## src/rtl/ex_muldiv.sv

```systemverilog
// Multi-cycle multiply/divide unit for the execute stage: full-width multiplier
// plus an iterative radix-2 restoring divider, with EX stall and flush handling.
module ex_muldiv #(
    parameter int XLEN       = 32,
    parameter int MUL_STAGES = 2
) (
    input  logic            clk,
    input  logic            rst,
    input  logic            flush,
    input  logic            req_valid,
    input  logic [1:0]      req_op,
    input  logic [XLEN-1:0] src_a,
    input  logic [XLEN-1:0] src_b,
    output logic            stall_req,
    output logic            busy,
    output logic            res_valid,
    output logic [XLEN-1:0] hi,
    output logic [XLEN-1:0] lo
);

    typedef enum logic [2:0] {
        S_IDLE,
        S_MUL,
        S_DIV,
        S_FIX,
        S_DONE
    } state_t;

    localparam int CNT_MAX = (XLEN > MUL_STAGES) ? XLEN : MUL_STAGES;
    localparam int CW      = $clog2(CNT_MAX) + 1;

    state_t            r_state;
    logic [CW-1:0]     r_count;
    logic              r_signed;
    logic [XLEN-1:0]   r_a;
    logic [XLEN-1:0]   r_b;
    logic              r_divZero;
    logic              r_negQ;
    logic              r_negR;
    logic [XLEN-1:0]   r_quot;
    logic [XLEN-1:0]   r_divisor;
    logic [XLEN-1:0]   r_rem;
    logic [XLEN-1:0]   r_hi;
    logic [XLEN-1:0]   r_lo;

    logic              w_reqSigned;
    logic [XLEN-1:0]   w_absA;
    logic [XLEN-1:0]   w_absB;
    logic [2*XLEN-1:0] w_aExt;
    logic [2*XLEN-1:0] w_bExt;
    logic [2*XLEN-1:0] w_prod;
    logic [XLEN:0]     w_shift;
    logic [XLEN:0]     w_diff;
    logic              w_qBit;
    logic [XLEN-1:0]   w_nextRem;
    logic [XLEN-1:0]   w_fixQ;
    logic [XLEN-1:0]   w_fixR;

    // MULT and DIV (even opcodes) are the signed flavours.
    assign w_reqSigned = ~req_op[0];
    assign w_absA      = (w_reqSigned && src_a[XLEN-1]) ? -src_a : src_a;
    assign w_absB      = (w_reqSigned && src_b[XLEN-1]) ? -src_b : src_b;

    assign w_aExt = {{XLEN{r_signed & r_a[XLEN-1]}}, r_a};
    assign w_bExt = {{XLEN{r_signed & r_b[XLEN-1]}}, r_b};
    assign w_prod = w_aExt * w_bExt;

    // The trial value needs XLEN+1 bits; the kept remainder is always below the divisor.
    assign w_shift   = {r_rem, r_quot[XLEN-1]};
    assign w_diff    = w_shift - {1'b0, r_divisor};
    assign w_qBit    = ~w_diff[XLEN];
    assign w_nextRem = w_qBit ? w_diff[XLEN-1:0] : w_shift[XLEN-1:0];

    assign w_fixQ = r_negQ ? -r_quot : r_quot;
    assign w_fixR = r_negR ? -r_rem : r_rem;

    always_ff @(posedge clk or negedge rst) begin
        if (!rst) begin
            r_state   <= S_IDLE;
            r_count   <= '0;
            r_signed  <= 1'b0;
            r_a       <= '0;
            r_b       <= '0;
            r_divZero <= 1'b0;
            r_negQ    <= 1'b0;
            r_negR    <= 1'b0;
            r_quot    <= '0;
            r_divisor <= '0;
            r_rem     <= '0;
            r_hi      <= '0;
            r_lo      <= '0;
        end else if (flush) begin
            r_state <= S_IDLE;
        end else begin
            case (r_state)
                S_IDLE: begin
                    if (req_valid) begin
                        r_signed  <= w_reqSigned;
                        r_a       <= src_a;
                        r_b       <= src_b;
                        r_divZero <= (src_b == '0);
                        r_negQ    <= w_reqSigned & (src_a[XLEN-1] ^ src_b[XLEN-1]);
                        r_negR    <= w_reqSigned & src_a[XLEN-1];
                        r_quot    <= w_absA;
                        r_divisor <= w_absB;
                        r_rem     <= '0;
                        if (req_op[1]) begin
                            r_state <= S_DIV;
                            r_count <= CW'(XLEN - 1);
                        end else begin
                            r_state <= S_MUL;
                            r_count <= CW'(MUL_STAGES - 1);
                        end
                    end
                end
                S_MUL: begin
                    if (r_count == '0) begin
                        {r_hi, r_lo} <= w_prod;
                        r_state      <= S_DONE;
                    end else begin
                        r_count <= r_count - CW'(1);
                    end
                end
                S_DIV: begin
                    r_rem  <= w_nextRem;
                    r_quot <= {r_quot[XLEN-2:0], w_qBit};
                    if (r_count == '0) begin
                        r_state <= S_FIX;
                    end else begin
                        r_count <= r_count - CW'(1);
                    end
                end
                S_FIX: begin
                    // Divide by zero reports the raw dividend and skips the sign fixup.
                    if (r_divZero) begin
                        r_lo <= '1;
                        r_hi <= r_a;
                    end else begin
                        r_lo <= w_fixQ;
                        r_hi <= w_fixR;
                    end
                    r_state <= S_DONE;
                end
                S_DONE: begin
                    r_state <= S_IDLE;
                end
                default: begin
                    r_state <= S_IDLE;
                end
            endcase
        end
    end

    assign stall_req = ((r_state == S_IDLE) & req_valid & ~flush)
                     | (r_state == S_MUL)
                     | (r_state == S_DIV)
                     | (r_state == S_FIX);
    assign busy      = (r_state != S_IDLE);
    assign res_valid = (r_state == S_DONE);
    assign hi        = r_hi;
    assign lo        = r_lo;

endmodule

```

## config.mk

```make
export PLATFORM = sky130hd
export DESIGN_NAME = ex_muldiv
export DESIGN_NICKNAME = d
export VERILOG_FILES = /design/src/rtl/ex_muldiv.sv
export SDC_FILE = /design/constraint.sdc
export NUM_CORES = 2
export LEC_CHECK = 0
export CORE_ASPECT_RATIO = 0.7
export CORE_MARGIN = 2
export CORE_UTILIZATION = 23
export DETAILED_ROUTE_END_ITERATION = 10
export GPL_TIMING_DRIVEN = 1
export PLACE_DENSITY_LB_ADDON = 0.1
export SYNTH_ARGS = -nofsm -noshare
export SYNTH_HDL_FRONTEND = slang
export SYNTH_SLANG_ARGS = --single-unit
```

## constraint.sdc

```tcl
create_clock -name clk -period 9.2 [get_ports clk]
set_clock_uncertainty 0.1 [all_clocks]
set_input_delay 1.38 -clock clk [delete_from_list [all_inputs] [get_ports clk]]
set_output_delay 1.38 -clock clk [all_outputs]
set_load 0.05 [all_outputs]
```

==> results.txt <==
----------------------------------------------------
[Status]
  Status ... finished, final reports clean

[Clock network]
  H-Tree Level Count ... 1
  Clock tree from TritonCTS ... built
  Inserted Clock Buffers ... 28
  Hold Buf Count CTS ... 0
  Clock latency on the worst-skew pair ... 0.65 ns
  CTS root buffer ... clkbuf_16
  Clock edge transition at the registers on the reported setup and hold paths ... 0.07 ns
  Number of sinks driven by the clock tree ... 236
  Number of buffers between clock root and the deepest sink ... 3

[Hold path]
  Class of the tightest hold or removal check ... flop to flop
  Launch instance of the worst min-delay path ... r_count[5]
  Hold path cells ... 1
  Endpoint of the worst hold path ... r_count[5]

[Die]
  Initial Util ... 23.1%
  Die H ... 403 um
  Die Footprint ... 231,000 um^2
  Io pins ... 137
  Floorplan core area ... 226,000 um^2
  Horizontal extent of the die ... 573 um
  Std cell rows ... 146

[Cells and area]
  Layout area overhead ... 13.3%
  Layout Utilization ... 26.2%
  Share of post-route cells with drive strength above 1 ... 5.43%
  Final net count ... 7,452
  Post-Layout Cell Count ... 9,066
  Filler cell count in the final layout ... 24,700

[STA]
  Slew of the pin with the lowest slew margin ... 1.14 ns
  Final critical-path share of the clock period ... 95.7%
  Final Worst Setup Slack ... 0.396 ns
  Min Clock Period, post-route ... 8.80 ns
  Tightest hold margin ... 0.379 ns
  Final setup violation count ... 0
  Worst slew margin relative to its limit ... 23.3%
  Unrepaired setup endpoints after global routing ... no
  Fmax achieved ... 0.114 GHz
  Number of hold violations in the final report ... 0
  Final-report max-slew violation count ... 0

[Logic synthesis]
  Most frequently used flop master after synthesis ... dfrtp_1
  Cells after Synth ... 5,973
  Net count after synthesis ... 7,419
  Number of flip-flops and latches in the synthesized netlist ... 236
  Warning count from the yosys run ... 0
  Distinct cells, synth ... 83
  Number of flops mapped to enable cells by yosys ... 0
  Mean instance size in the synthesized netlist ... 8.74 um^2
  Sequential element share of the synthesized area ... 11.3%
  Mapped Area ... 52,200 um^2
  Synth async-reset ratio ... 100%

[GRT]
  Largest net degree at the start of global routing ... 83
  Antenna violations before repair ... 17
  Vias in the first global route ... 42,500
  Aggregate global-route resource usage ... 16.4%
  First-pass GRT wire length ... 286,000 um
  Total grt overflow ... 0

[Placement]
  Number of cells after detailed placement ... 9,007
  Placed wire-length estimate ... 156,000 um
  Placer congestion estimate ... 0.806
  Pre-CTS setup slack ... -0.227 ns
  Count of input and output buffers ... 136

[Drt]
  Uppermost metal layer occupied by signal nets ... met4
  Wire length on met1 ... 93,400 um
  Met2 routed wirelength ... 84,300 um
  Number of DRC violations after detailed routing ... 0
  Drt initial violations ... 2,057
  Final WL ... 187,000 um
  DR vias ... 39,100
  Final routed wire length divided by cell count ... 20.6 um
  Detailed-router iteration count before antenna repair ... 6
  Residual antenna-violating net count after detailed routing ... 0
  Met3 WL post-DR ... 6110 um
  Vias per std cell ... 4.31

[Flow run]
  Max_cap viols ... 0

[Setup path]
  Slack of the worst reg-to-reg path ... 0.40 ns
  Highest-delay cell along the critical path ... dfrtp_1
  Data arrival at the endpoint of the critical path ... 9.23 ns
  Critical setup path kind ... flop to flop
  Cell with the most instances on the worst path ... fa_1
  Endpoint of the lowest-slack register-to-register path ... hi[30]
  Critical register-to-register path startpoint ... r_a[15]
  Largest fanout of any net on the critical path ... 22
  Slowest Stage Delay on Critical Path ... 0.79 ns
  R2R depth ... 29
  Setup crit end kind ... flop
  Endpoint required time on the critical path ... 9.62 ns
  Kind of start point of the critical path ... flop

----------------------------------------------------
-- per-stage QoR --
| step | setup TNS [ns] | cell area [um^2] |
|---|---|---|
| finish | 0 | 59100 |
| global route | 0 | 59100 |
| CTS | 0 | 59000 |
| detailed placement | -0.835 | 58100 |
| global placement | -1.60 | 58100 |
| floorplan | 0 | 52200 |
-- worst max-delay path: cells and delay by family, from the launching register on --
family	cells	cell delay, ns
flip-flops	1	0.79
buffers and inverters	9	1.30
adder cells (fa/ha/maj)	9	4.28
XOR/XNOR	1	0.16
AO/OA/AOI/OAI	6	1.51
AND/OR/NAND/NOR	4	0.55
-- cell families (layout without fill, tap and decap cells) --
logic type      after synthesis  in the layout  share of synthesized area [%]
buf+inv                    1539           1593                           11.1
other cells                   0              5                              0
fa+ha+maj                  1376           1376                           49.2
flops                       236            236                           11.3
compound gates              701            701                           8.09
simple gates               1884           1884                           16.3
mux                          23             23                          0.446
xor+xnor                    214            214                           3.59
-- how the worst max path moves through the flow --
stage	startpoint	depth (start not counted)	to	slack (ns)
4_1_cts	r_a[15]	26	hi[14]	0.02
3_5_place_dp	r_b[19]	28	hi[29]	-0.23
3_3_place_gp	r_b[10]	32	hi[29]	-0.38
2_1_floorplan	r_a[31]	30	hi[31]	0.90
5_1_grt	r_a[19]	31	hi[31]	0.04
6_report	r_a[15]	29	hi[30]	0.40
-- placed cells by master, fill, tap and decap left out, types with 18 or more instances in the layout --
master / n
o211ai_1: 20
nor2_1: 159
o31ai_1: 29
o21ai_1: 31
mux2i_1: 21
clkbuf_16: 28
xnor2_1: 136
a21oi_1: 157
o22ai_1: 30
buf_12: 34
o41ai_1: 20
nand3_1: 35
inv_1: 1181
o21ai_0: 256
xor2_1: 78
nor3_1: 31
fa_1: 1125
and3_1: 23
buf_4: 189
a21o_1: 40
o21bai_1: 18
ha_1: 250
nand2_1: 1153
a31oi_1: 19
clkdlybuf4s50_1: 135
dfrtp_1: 227
and2_1: 351
-- repair_timing --
item / CTS / global route
setup buffers: 0 / 3
resized for setup: 4 / 14
setup endpoints to repair: 6 / 11
pin swaps: 0 / 1
gates cloned: 0 / 0
-- synthesized netlist by cell type (31+ instances only) --
cell type	number	area, um^2
a21o_1	40	300
a21oi_1	157	786
and2_1	351	2200
clkbuf_1	342	1280
dfrtp_1	236	5910
fa_1	1126	22500
ha_1	250	3130
inv_1	1183	4440
nand2_1	1153	4330
nand3_1	35	175
nor2_1	162	608
nor3_1	32	160
o21ai_0	256	1280
o21ai_1	31	155
xnor2_1	136	1190
xor2_1	78	683
-- final cells by class --
| cell class | instances | area, um^2 | area share (%) |
|---|---|---|---|
| multi-input cells | 4198 | 40600 | 68.7 |
| flip-flops and latches | 236 | 5920 | 10.0 |
| inverters | 1183 | 4440 | 7.52 |
| well taps | 3034 | 3800 | 6.42 |
| repair buffers | 359 | 3470 | 5.86 |
| clock buffers | 43 | 797 | 1.35 |
| clock inverters | 8 | 97.6 | 0.165 |
| diodes | 5 | 12.5 | 0.0212 |
-- sequential cells by signal, summed over array words and instances (netlist names) --
register   count
hi            32
lo            32
r_divisor     31
r_quot        32
r_count        6
r_a           32
r_signed       1
r_negQ         1
r_rem         32
r_state        3
r_negR         1
r_b           32
r_divZero      1
-- per-layer routing --
metal  track usage [%]  up-vias
li1                  -    18000
met1              24.7    20500
met2              26.0      512
met3              1.64      103
met4              2.32        0
met5                 0        -
Power is left out: the tool's default activity adds up to more than one toggle a clock period on the data nets, which glitch-free logic cannot reach.
